File: src/rtl/fila_ctrl_if.sv
// Signal bundle between fila_ctrl, its two producers, its consumer and the fila queue.
// The slave modport is the controller's view; the master modport is the environment's view.
`timescale 1ns/1ps
interface fila_ctrl_if #(
  parameter int WIDTH = 8
);
  logic             req_a;
  logic [WIDTH-1:0] data_a;
  logic             ack_a;
  logic             req_b;
  logic [WIDTH-1:0] data_b;
  logic             ack_b;
  logic             pop_req;
  logic             pop_valid;
  logic [WIDTH-1:0] pop_data;
  logic [WIDTH-1:0] q_data_in;
  logic             q_enqueue;
  logic             q_dequeue;
  logic [WIDTH-1:0] q_data_out;
  logic [7:0]       q_len;
  logic [7:0]       stall_cnt;

  modport slave (
    input  req_a, data_a, req_b, data_b, pop_req, q_data_out, q_len,
    output ack_a, ack_b, pop_valid, pop_data, q_data_in, q_enqueue, q_dequeue, stall_cnt
  );

  modport master (
    output req_a, data_a, req_b, data_b, pop_req, q_data_out, q_len,
    input  ack_a, ack_b, pop_valid, pop_data, q_data_in, q_enqueue, q_dequeue, stall_cnt
  );
endinterface

File: src/rtl/fila_ctrl.sv
// Round-robin scheduler (A -> B -> pop) in front of the fila queue; one queue command per slot.
// Optional FILA_CTRL_STATS_EN builds a saturating counter of IDLE cycles with pushes blocked by full.
`timescale 1ns/1ps
module fila_ctrl #(
  parameter int WIDTH = 8,
  parameter int DEPTH = 8
) (
  input logic       clk_10KHz,
  input logic       reset,
  fila_ctrl_if.slave bus
);
  typedef enum logic [1:0] {IDLE, SETTLE, CAPTURE} state_t;
  typedef enum logic [1:0] {SRC_A, SRC_B, SRC_P} src_t;

  localparam logic [7:0] DEPTH_Q = 8'(DEPTH);

  function automatic src_t rr_next(input src_t s);
    case (s)
      SRC_A:   return SRC_B;
      SRC_B:   return SRC_P;
      default: return SRC_A;
    endcase
  endfunction

  function automatic logic src_elig(input src_t s, input logic ea, input logic eb, input logic ep);
    case (s)
      SRC_A:   return ea;
      SRC_B:   return eb;
      default: return ep;
    endcase
  endfunction

  state_t           state, state_nx;
  src_t             rr_ptr, rr_ptr_nx;
  logic             is_pop, is_pop_nx;
  logic             ack_a, ack_a_nx, ack_b, ack_b_nx;
  logic             q_enq, q_enq_nx, q_deq, q_deq_nx;
  logic             pop_valid, pop_valid_nx;
  logic [WIDTH-1:0] q_data_in, q_data_in_nx;
  logic [WIDTH-1:0] pop_data, pop_data_nx;

  logic q_full, q_empty;
  logic elig_a, elig_b, elig_p;
  logic grant_vld;
  src_t grant, cand1, cand2;

  // q_len above DEPTH is treated as full as well.
  assign q_full  = (bus.q_len >= DEPTH_Q);
  assign q_empty = (bus.q_len == 8'd0);
  assign elig_a  = bus.req_a & ~q_full;
  assign elig_b  = bus.req_b & ~q_full;
  assign elig_p  = bus.pop_req & ~q_empty & ~pop_valid;

  // NOTE: every always_comb output gets a default first, so no path can infer a latch.
  always_comb begin
    grant_vld = 1'b0;
    grant     = rr_ptr;
    cand1     = rr_next(rr_ptr);
    cand2     = rr_next(cand1);
    if (src_elig(rr_ptr, elig_a, elig_b, elig_p)) begin
      grant_vld = 1'b1;
      grant     = rr_ptr;
    end else if (src_elig(cand1, elig_a, elig_b, elig_p)) begin
      grant_vld = 1'b1;
      grant     = cand1;
    end else if (src_elig(cand2, elig_a, elig_b, elig_p)) begin
      grant_vld = 1'b1;
      grant     = cand2;
    end
  end

  always_comb begin
    state_nx     = state;
    rr_ptr_nx    = rr_ptr;
    is_pop_nx    = is_pop;
    ack_a_nx     = 1'b0;
    ack_b_nx     = 1'b0;
    q_enq_nx     = 1'b0;
    q_deq_nx     = 1'b0;
    pop_valid_nx = 1'b0;
    q_data_in_nx = q_data_in;
    pop_data_nx  = pop_data;
    case (state)
      IDLE: begin
        if (grant_vld) begin
          state_nx  = SETTLE;
          rr_ptr_nx = rr_next(grant);
          is_pop_nx = (grant == SRC_P);
          case (grant)
            SRC_A: begin
              q_enq_nx     = 1'b1;
              ack_a_nx     = 1'b1;
              q_data_in_nx = bus.data_a;
            end
            SRC_B: begin
              q_enq_nx     = 1'b1;
              ack_b_nx     = 1'b1;
              q_data_in_nx = bus.data_b;
            end
            default: q_deq_nx = 1'b1;
          endcase
        end
      end
      // One idle slot lets q_len absorb the last command before the next grant.
      SETTLE:  state_nx = is_pop ? CAPTURE : IDLE;
      CAPTURE: begin
        state_nx     = IDLE;
        pop_valid_nx = 1'b1;
        pop_data_nx  = bus.q_data_out;
      end
      default: state_nx = IDLE;
    endcase
  end

  // NOTE: state registers use non-blocking assignments so every flop samples pre-edge values.
  always_ff @(posedge clk_10KHz or posedge reset) begin
    if (reset) begin
      state     <= IDLE;
      rr_ptr    <= SRC_A;
      is_pop    <= 1'b0;
      ack_a     <= 1'b0;
      ack_b     <= 1'b0;
      q_enq     <= 1'b0;
      q_deq     <= 1'b0;
      pop_valid <= 1'b0;
      q_data_in <= '0;
      pop_data  <= '0;
    end else begin
      state     <= state_nx;
      rr_ptr    <= rr_ptr_nx;
      is_pop    <= is_pop_nx;
      ack_a     <= ack_a_nx;
      ack_b     <= ack_b_nx;
      q_enq     <= q_enq_nx;
      q_deq     <= q_deq_nx;
      pop_valid <= pop_valid_nx;
      q_data_in <= q_data_in_nx;
      pop_data  <= pop_data_nx;
    end
  end

  assign bus.ack_a     = ack_a;
  assign bus.ack_b     = ack_b;
  assign bus.q_enqueue = q_enq;
  assign bus.q_dequeue = q_deq;
  assign bus.pop_valid = pop_valid;
  assign bus.q_data_in = q_data_in;
  assign bus.pop_data  = pop_data;

`ifdef FILA_CTRL_STATS_EN
  logic [7:0] stall_cnt;

  always_ff @(posedge clk_10KHz or posedge reset) begin
    if (reset) begin
      stall_cnt <= 8'd0;
    end else if ((state == IDLE) && (bus.req_a | bus.req_b) && q_full && (stall_cnt != 8'hFF)) begin
      stall_cnt <= stall_cnt + 8'd1;
    end
  end

  assign bus.stall_cnt = stall_cnt;
`else
  assign bus.stall_cnt = 8'd0;
`endif
endmodule

File: src/flat_wrapper.sv
// flat-port wrapper written by rule: the top's interface ports become plain ports
module fila_ctrl_flat 
#(
  parameter int WIDTH = 8,
  parameter int DEPTH = 8
)
  (clk_10KHz, reset, bus_req_a, bus_data_a, bus_req_b, bus_data_b, bus_pop_req, bus_q_data_out, bus_q_len, bus_ack_a, bus_ack_b, bus_pop_valid, bus_pop_data, bus_q_data_in, bus_q_enqueue, bus_q_dequeue, bus_stall_cnt);
  fila_ctrl_if #(.WIDTH(WIDTH)) bus_i ();
  input logic clk_10KHz;
  input logic reset;
  input wire logic [$bits(bus_i.req_a)-1:0] bus_req_a;
  input wire logic [$bits(bus_i.data_a)-1:0] bus_data_a;
  input wire logic [$bits(bus_i.req_b)-1:0] bus_req_b;
  input wire logic [$bits(bus_i.data_b)-1:0] bus_data_b;
  input wire logic [$bits(bus_i.pop_req)-1:0] bus_pop_req;
  input wire logic [$bits(bus_i.q_data_out)-1:0] bus_q_data_out;
  input wire logic [$bits(bus_i.q_len)-1:0] bus_q_len;
  output wire logic [$bits(bus_i.ack_a)-1:0] bus_ack_a;
  output wire logic [$bits(bus_i.ack_b)-1:0] bus_ack_b;
  output wire logic [$bits(bus_i.pop_valid)-1:0] bus_pop_valid;
  output wire logic [$bits(bus_i.pop_data)-1:0] bus_pop_data;
  output wire logic [$bits(bus_i.q_data_in)-1:0] bus_q_data_in;
  output wire logic [$bits(bus_i.q_enqueue)-1:0] bus_q_enqueue;
  output wire logic [$bits(bus_i.q_dequeue)-1:0] bus_q_dequeue;
  output wire logic [$bits(bus_i.stall_cnt)-1:0] bus_stall_cnt;
  assign bus_i.req_a = bus_req_a;
  assign bus_i.data_a = bus_data_a;
  assign bus_i.req_b = bus_req_b;
  assign bus_i.data_b = bus_data_b;
  assign bus_i.pop_req = bus_pop_req;
  assign bus_i.q_data_out = bus_q_data_out;
  assign bus_i.q_len = bus_q_len;
  assign bus_ack_a = bus_i.ack_a;
  assign bus_ack_b = bus_i.ack_b;
  assign bus_pop_valid = bus_i.pop_valid;
  assign bus_pop_data = bus_i.pop_data;
  assign bus_q_data_in = bus_i.q_data_in;
  assign bus_q_enqueue = bus_i.q_enqueue;
  assign bus_q_dequeue = bus_i.q_dequeue;
  assign bus_stall_cnt = bus_i.stall_cnt;
  fila_ctrl #(.WIDTH(WIDTH), .DEPTH(DEPTH)) u_core (.clk_10KHz(clk_10KHz), .reset(reset), .bus(bus_i));
endmodule
File: config.mk
export PLATFORM = sky130hd
export DESIGN_NAME = fila_ctrl_flat
export DESIGN_NICKNAME = d
export VERILOG_FILES = /design/src/rtl/fila_ctrl_if.sv /design/src/rtl/fila_ctrl.sv /design/src/flat_wrapper.sv
export SDC_FILE = /design/constraint.sdc
export NUM_CORES = 1
export LEC_CHECK = 0
export ABC_AREA = 0
export CAP_MARGIN = 20
export CORE_MARGIN = 1.5
export CORE_UTILIZATION = 60
export CTS_CLUSTER_SIZE = 25
export DETAILED_ROUTE_END_ITERATION = 7
export DONT_BUFFER_PORTS = 1
export GPL_TIMING_DRIVEN = 0
export PLACE_DENSITY_LB_ADDON = 0.25
export SYNTH_ARGS = -nofsm -noshare
export SYNTH_HDL_FRONTEND = slang
export SYNTH_SLANG_ARGS = --single-unit
File: constraint.sdc
create_clock -name clk_10KHz -period 3 [get_ports clk_10KHz]
set_clock_uncertainty 0.15 [all_clocks]
set_input_delay 0.45 -clock clk_10KHz [delete_from_list [all_inputs] [get_ports clk_10KHz]]
set_output_delay 0.45 -clock clk_10KHz [all_outputs]
set_load 0.1 [all_outputs]
* Word level (Yosys, flattened, before mapping)
Index checks and enable logic that the tools add are counted.
** Cells by class
- Multiplexer cells :: 32
- Equality and inequality tests :: 8
- Order comparisons :: 1
- Reduce and logical (&&, ||, !) cells :: 10
- Bitwise operators :: 7
** Operator list (count)
- $mux 1 :: 19
- $pmux 2 s2 :: 4
- $pmux 8 s2 :: 1
- $eq 2x1->1 const B :: 5
- $logic_not 2->1 :: 5
- $mux 2 :: 5
- $ge 8x4->1 const B :: 1
- $logic_not 8->1 :: 1
- $pmux 1 s2 :: 3
- $and 1x1->1 :: 4
- $eq 2x2->1 const B :: 2
- $not 1->1 :: 3
- $reduce_and 3->1 :: 1
- $ne 2x1->1 const B :: 1
- $reduce_and 2->1 :: 1
- $reduce_bool 2->1 :: 1
- $reduce_or 2->1 :: 1
** Storage, ports and cells
- Register bits :: 26
- Logic and storage cells :: 68
- Bits of input ports :: 37
- Output and inout bits :: 29

* Depth between registers and ports, before layout
Gate-level depths: netlist of run 1.
- Word-level depth :: 16
- Mapped depth :: 7
- Mapped depth without buffers :: 6

* Least setup slack after synthesis of run 1
Ideal clock, no wire load.
- Kind :: in2reg
- From :: input bus_q_len[7]
- To :: register u_core.q_data_in[0] (netlist: u_core.bus.q_data_in[0])
- Setup time :: 0.095 ns
- Arrival :: 2.137 ns
- Stages on the path :: 7
- Path buffers :: 2
- Setup slack :: 0.618 ns
- Required time :: 2.755 ns
- Cell sequence :: or4_4 -> buf_6 -> o311ai_4 -> a21oi_2 -> or2_1 -> buf_6 -> o31ai_1
** Between the ends
- Longest elaborated chain between the ends :: 13
** RTL lines
- from (decl) :: line flat_wrapper.sv:17 : input wire logic [$bits(bus_i.q_len)-1:0] bus_q_len;
- branches (longest 13 deep; another with $ge 8x4->1)
- to (signal assigned) :: line fila_ctrl.sv:137 : q_data_in <= q_data_in_nx;
- to (decl) :: line fila_ctrl.sv:39 : logic [WIDTH-1:0] q_data_in, q_data_in_nx;
Parallel ways; which one is timed is not known. The select of a mux whose other input is x is not followed.
A chain may end at the register's enable or synchronous reset.

* Worst setup path in the final report of run 1
- From :: register u_core.pop_valid (netlist: u_core.bus.pop_valid)
- To :: register u_core.is_pop
** Between the ends
- Longest elaborated chain between the ends :: 9
** RTL lines
- from (decl) :: line fila_ctrl.sv:38 : logic pop_valid, pop_valid_nx;
- from (signal assigned) :: line fila_ctrl.sv:136 : pop_valid <= pop_valid_nx;
- $not 1->1 * :: line fila_ctrl.sv:52 : assign elig_p = bus.pop_req & ~q_empty & ~pop_valid;
- $and 1x1->1 * :: line fila_ctrl.sv:52
- $pmux 1 s2 :: line fila_ctrl.sv:26 : case (s)
- $mux 1 :: line fila_ctrl.sv:63 : end else if (src_elig(cand1, elig_a, elig_b, elig_p)) begin
- $mux 1 :: line fila_ctrl.sv:60 : if (src_elig(rr_ptr, elig_a, elig_b, elig_p)) begin
- $mux 2 or $mux 1 (tied branches) :: line fila_ctrl.sv:66 : end else if (src_elig(cand2, elig_a, elig_b, elig_p)) begin
- $mux 2 or $mux 1 (tied branches) :: line fila_ctrl.sv:63
- $mux 2 or $mux 1 (tied branches) :: line fila_ctrl.sv:60
- $eq 2x2->1 or $reduce_and 2->1 (tied branches)
- to (signal assigned) :: line fila_ctrl.sv:131 : is_pop <= is_pop_nx;
- to (decl) :: line fila_ctrl.sv:35 : logic is_pop, is_pop_nx;
Every way passes the cells marked *; elsewhere a longest branch is shown, timed or not. The select of a mux whose other input is x is not followed.

==> results of run 1 <==
==> routing by layer <==
metal  vias to the layer above  global-route usage
met5                         -                   0
met1                       468               0.287
met3                         5              0.0394
met2                        55               0.344
met4                         0              0.0926
li1                        461                   -
==> critical path, stage by stage, from the launching register on <==
cell and delay [ns]:
dfrtp_1 0.77, inv_1 0.28, o311ai_4 0.16, a22oi_1 0.58, nand3_1 0.30, o31ai_1 0.30
==> worst max-delay path by stage <==
stage | from | to | slack [ns] | cells after the start
floorplan | bus_q_len[7] | u_core.bus.q_data_in[0] | 0.62 | 7
global placement | u_core.bus.pop_valid | u_core.rr_ptr[1] | 0.43 | 5
detailed placement | bus_q_len[7] | u_core.bus.q_data_in[2] | 0.34 | 6
CTS | u_core.bus.pop_valid | u_core.is_pop | 0.39 | 5
global route | u_core.bus.pop_valid | u_core.is_pop | 0.18 | 5
finish | u_core.bus.pop_valid | u_core.is_pop | 0.38 | 5
==> sequential cells by signal, summed over array words and instances (netlist names), 2 cells and up <==
| signal | cells |
|---|---|
| u_core.bus.pop_data | 8 |
| u_core.bus.q_data_in | 8 |
| u_core.rr_ptr | 2 |
| u_core.state | 2 |
==> metrics by stage <==
| stage | instance area (sq um) | power, mW |
|---|---|---|
| floorplan | 1330 | 1.48 |
| global placement | 1360 | 1.51 |
| detailed placement | 1360 | 1.53 |
| CTS | 1400 | 1.69 |
| global route | 1400 | 1.74 |
| finish | 1400 | 1.69 |
==> synthesized netlist by cell type (all sizes together) (2+ instances only) <==
cell type and count:
a31oi 8, and2 2, buf 11, nor2b 2, nor2 7, mux2 8, inv 6, dfrtp 26
nand3 2, o21ai 13, o31ai 10, nand2 4, nor3 10, o311ai 3
==> final cells by class <==
type                       count  area [sq um]
buffer                        12          90.1
clock buffer                   4          36.3
fill                         149           602
inverter                       6          22.5
multi-input combinational     86           567
sequential                    26           651
tap                           27          33.8
==> kinds of logic (layout without fill, tap and decap cells) <==
group | count (synthesis) | in the layout | synth area share
AOI/OAI and AO/OA | 39 | 39 | 0.219
and+or+nand+nor | 31 | 31 | 0.124
other | 1 | 8 | 0.00288
buffers and inverters | 18 | 22 | 0.0864
muxes | 8 | 8 | 0.0691
DFF | 26 | 26 | 0.499
==> power groups by stage <==
stage	Clock (mW)	Sequential (mW)	Combinational, mW
global route	0.186	1.28	0.277
CTS	0.172	1.27	0.253
finish	0.173	1.27	0.250
floorplan	0	1.26	0.220
detailed placement	0	1.28	0.253
global placement	0	1.27	0.237
==> impl_metrics.env, run 1 <==
export IMPL_p_seq_frac=0.750
export IMPL_layout_setup_ws_ns=0.377
export IMPL_grt_pass1_vias=932
export IMPL_syn2layout_area_growth_pct=7.39
export IMPL_ys_ff_latch=26
export IMPL_internal_power_mw=0.630
export IMPL_cts_sinks=26
export IMPL_cts_tree="built"
export IMPL_design_core_area_sq_mm=0.00200
export IMPL_m1WireLength_microns=1030
export IMPL_antenna_left=0
export IMPL_final_cell_mix="26 x dfrtp_1, 12 x o21ai_0, 10 x nor3_1, 10 x o31ai_1"
export IMPL_cts_setup_buffers=0
export IMPL_fin_crit_ns=2.62
export IMPL_drive_gt1_frac=0.201
export IMPL_netlist_instances=123
export IMPL_dp_hpwl_microns=1960
export IMPL_drtIter0Drc=24
export IMPL_clock_root_buffer="clkbuf_4"
export IMPL_grt_pass1_wl_microns=4060
export IMPL_cp_required_ns=3.08
export IMPL_path_max_fanout=9
export IMPL_async_flop_share=1.00
export IMPL_synth_area_per_cell_sq_um=10.6
export IMPL_reg2reg_slack_ns=0.38
export IMPL_worstPathArrival_ns=2.70
export IMPL_maxCapViolations=0
export IMPL_clock_latency_ns=0.31
export IMPL_ys_seq_area_frac=0.499
export IMPL_fin_crit_sh=0.874
export IMPL_net_switching_power_mw=1.06
export IMPL_die_area_sq_mm=0.00246
export IMPL_cp_end_kind="flip-flop"
export IMPL_crit_type="reg2reg"
export IMPL_dp_slack_ns=0.336
export IMPL_place_congestion=0.717
export IMPL_grt_overflow=0
export IMPL_hold_path_class="in2async"
export IMPL_ctsHoldBuffers=0
export IMPL_portBuffers=0
export IMPL_cp_start_kind="flip-flop"
export IMPL_grt_max_degree=27
export IMPL_clk_pin_slew_worst_paths_ns=0.14
export IMPL_layout_commonest_cell="dfrtp_1"
export IMPL_setup_viol=0
export IMPL_syn_area_sq_mm=0.00130
export IMPL_via_per_inst=6.14
export IMPL_place_inst=157
export IMPL_die_y_microns=49.6
export IMPL_whs_ns=0.0461
export IMPL_sw_frac_of_total=0.627
export IMPL_slew_headroom=0.373
export IMPL_htreeDepth=1
export IMPL_cts_buffer_depth=2
export IMPL_cts_buffers=3
export IMPL_num_rows=16
export IMPL_synth_top_area_share=0.499
export IMPL_wl_met2_microns=1250
export IMPL_yosysUniqueCellTypes=31
export IMPL_grt_usage=0.215
export IMPL_synth_top_cell_by_area="dfrtp_1"
export IMPL_fin_cells=161
export IMPL_rr_startpoint="u_core.bus.pop_valid"
export IMPL_slew_viol_final=0
export IMPL_final_core_utilization=0.699
export IMPL_initial_core_util=0.651
export IMPL_yosys_warnings=0
export IMPL_routed_wl_microns=2560
export IMPL_r2r_end="u_core.is_pop"
export IMPL_synth_edff_count=0
export IMPL_hold_viol=0
export IMPL_rsz0062_at_grt="no"
export IMPL_antenna_cells=0
export IMPL_synth_main_ff_cell="dfrtp_1"
export IMPL_tns_ns=0
export IMPL_wl_per_cell_microns=15.9
export IMPL_pwr_share_clk=0.102
export IMPL_final_nets=172
export IMPL_top_layer="met4"
export IMPL_vias=989
export IMPL_first_pass_iters=4
export IMPL_worst_r2r_cell_count=5
export IMPL_peakVddDrop_mv=0.760
export IMPL_cts_repair_resized=0
export IMPL_fmax_mhz=381
export IMPL_synth_area_top_cells="dfrtp_1 50%, mux2_2 6.9%, o31ai_1 5.8%, o21ai_0 4.6%, buf_4 4.6%"
export IMPL_worst_pin_slew_ns=0.940
export IMPL_status="finished, final reports clean"
export IMPL_powerDensity_mw_per_mm2=1210
export IMPL_antenna_found_initial=0
export IMPL_p_comb_frac=0.148
export IMPL_drcViolationCount=0
export IMPL_wl_met3_microns=239
export IMPL_top_level_ports=66
export IMPL_p_leak_nw=0.627
export IMPL_die_w_microns=49.6
No activity file was read; power rests on OpenSTA's default activity.
==> run 2, diff against run 1 <==
--- a/config.mk
+++ b/config.mk
@@ -14,5 +14,5 @@
 export DONT_BUFFER_PORTS = 1
 export GPL_TIMING_DRIVEN = 0
-export PLACE_DENSITY_LB_ADDON = 0.25
+export PLACE_DENSITY_LB_ADDON = 0.05
 export SYNTH_ARGS = -nofsm -noshare
 export SYNTH_HDL_FRONTEND = slang
--- a/constraint.sdc
+++ b/constraint.sdc
@@ -3,3 +3,3 @@
 set_input_delay 0.45 -clock clk_10KHz [delete_from_list [all_inputs] [get_ports clk_10KHz]]
 set_output_delay 0.45 -clock clk_10KHz [all_outputs]
-set_load 0.1 [all_outputs]
+set_load 0.01 [all_outputs]
==> run 2 against run 1 <==
Clock power fell by 2%. Total power is 43% lower. Count of clock-buffer cells in the layout unchanged. Critical endpoint is now u_core.bus.q_data_in[2].
==> impl_metrics.env, run 2 (synthesis results as in run 1) <==
export IMPL_status="finished, final reports clean"
export IMPL_design_core_area_sq_mm=0.00200
export IMPL_dpl_cell_area_sq_mm=0.00136
export IMPL_die_y_microns=49.6
export IMPL_multi_input_area_sq_um=567
export IMPL_cts_buffers=3
export IMPL_cts_buffer_depth=2
export IMPL_clk_pin_slew_worst_paths_ns=0.14
export IMPL_ff_latch_area_sq_um=651
export IMPL_dp_hpwl_microns=2080
export IMPL_peakVddDrop_mv=0.372
export IMPL_clock_latency_ns=0.31
export IMPL_maxCapViolations=0
export IMPL_fin_crit_ns=2.38
export IMPL_via_per_inst=6.26
export IMPL_grt_overflow=0
export IMPL_place_congestion=0.726
export IMPL_design_area_sq_mm=0.00140
export IMPL_drcViolationCount=0
export IMPL_top_level_ports=66
export IMPL_rsz0062_at_grt="no"
export IMPL_grt_usage=0.232
export IMPL_ctsHoldBuffers=0
export IMPL_reg2reg_slack_ns=0.86
export IMPL_initial_core_util=0.651
export IMPL_cts_tree="built"
export IMPL_cts_repair_resized=0
export IMPL_setup_viol=0
export IMPL_hold_path_class="in2async"
export IMPL_r2r_end="u_core.is_pop"
export IMPL_grt_pass1_wl_microns=4360
export IMPL_biggestRegsByFlops="u_core.bus.pop_data (8), u_core.bus.q_data_in (8)"
export IMPL_rr_startpoint="u_core.bus.pop_valid"
export IMPL_path_max_fanout=9
export IMPL_die_area_sq_mm=0.00246
export IMPL_worst_r2r_cell_count=5
export IMPL_crit_type="in2reg"
export IMPL_routed_wl_microns=2690
export IMPL_powerDensity_mw_per_mm2=689
export IMPL_die_w_microns=49.6
export IMPL_final_fill_count=162
export IMPL_cp_start_kind="primary input"
export IMPL_vias=1008
export IMPL_worst_pin_slew_ns=0.919
export IMPL_grt_max_degree=27
export IMPL_antenna_cells=0
export IMPL_grt_pass1_vias=1006
export IMPL_fmax_mhz=421
export IMPL_final_cell_mix="26 x dfrtp_1, 12 x o21ai_0, 10 x nor3_1, 10 x o31ai_1"
export IMPL_fin_crit_sh=0.792
export IMPL_hold_viol=0
export IMPL_cp_required_ns=3.06
export IMPL_slew_viol_final=0
export IMPL_htreeDepth=1
export IMPL_fin_cells=161
export IMPL_place_inst=157
export IMPL_worstPathArrival_ns=2.44
export IMPL_drtIter0Drc=27
export IMPL_num_rows=16
export IMPL_portBuffers=0
export IMPL_p_leak_nw=0.627
export IMPL_slew_headroom=0.387
export IMPL_syn2layout_area_growth_pct=7.39
export IMPL_antenna_found_initial=0
export IMPL_tns_ns=0
export IMPL_cts_setup_buffers=0
export IMPL_cp_end_kind="flip-flop"
export IMPL_cts_sinks=26
export IMPL_final_nets=172
export IMPL_clock_root_buffer="clkbuf_4"
export IMPL_drive_gt1_frac=0.201
export IMPL_antenna_left=0
export IMPL_first_pass_iters=4
export IMPL_wl_per_cell_microns=16.7
export IMPL_layout_commonest_cell="dfrtp_1"
-- run 2: cell counts in the layout (fill, tap and decap cells not counted) --
Identical to the previous run, type by type.
-- run 2: how the worst max path moves through the flow --
| stage | start | to | slack, ns |
|---|---|---|---|
| floorplan | bus_q_len[7] | u_core.bus.q_data_in[0] | 0.62 |
| global placement | bus_q_len[7] | u_core.bus.q_data_in[1] | 0.44 |
| detailed placement | bus_q_len[7] | u_core.bus.q_data_in[2] | 0.31 |
| CTS | bus_q_len[7] | u_core.bus.q_data_in[2] | 0.63 |
| global route | bus_q_len[7] | u_core.bus.q_data_in[2] | 0.53 |
| finish | bus_q_len[7] | u_core.bus.q_data_in[2] | 0.62 |
-- run 2: area by class of cell --
type	count	share of cell area
tap	27	0.0241
clock buffer	4	0.0259
buffer	12	0.0643
multi-input combinational	86	0.405
sequential	26	0.465
inverter	6	0.0161
-- run 2: per-stage QoR --
step / util / power, mW / hold slack [ns] / setup WS (ns)
after floorplan: - / 0.753 / 0.264 / 0.618
after global placement: 0.681 / 0.786 / 0.281 / 0.441
after detailed placement: 0.681 / 0.808 / 0.289 / 0.307
after CTS: 0.699 / 0.969 / 0.105 / 0.629
after global routing: 0.699 / 1.02 / 0.120 / 0.529
final: 0.699 / 0.964 / 0.0631 / 0.624
-- run 2: per-layer routing --
metal  routed length [microns]  vias to the layer above  GRT usage
li1                          -                      462          -
met1                      1120                      485      0.287
met2                      1310                       59      0.396
met3                       229                        2     0.0485
met4                        27                        0     0.0926
met5                         0                        -          0
-- run 2: where the power goes --
part	total [mW]	switching [mW]	leakage [nW]	internal, mW
Clock	0.169	0.0950	0.0210	0.0739
Sequential	0.586	0.121	0.335	0.465
Combinational	0.210	0.103	0.271	0.106
-- run 2: worst max-delay path, stage by stage --
cell	delay [ns]
or4_4	0.51
buf_6	0.15
o311a_1	0.37
o2bb2ai_1	0.57
nor3_1	0.12
o31ai_1	0.27
==> run 3, diff against run 2 <==
- clock period: 3 -> 2.4 ns (I/O delays scaled with it)
==> results of run 3 <==
Same layout as run 2 (identical final DEF). Status: finished with violations: negative hold slack.
Among the figures that moved: setup slack after placement 0.307 ns -> -0.203 ns; setup slack after layout 0.624 ns -> 0.114 ns; hold slack 0.0631 ns -> -0.0269 ns; number of hold violations in the final report 0 -> 26; register-to-register setup slack 0.86 ns -> 0.26 ns; total power 0.964 mW -> 1.21 mW; worst IR drop on VDD 0.372 mV -> 0.465 mV
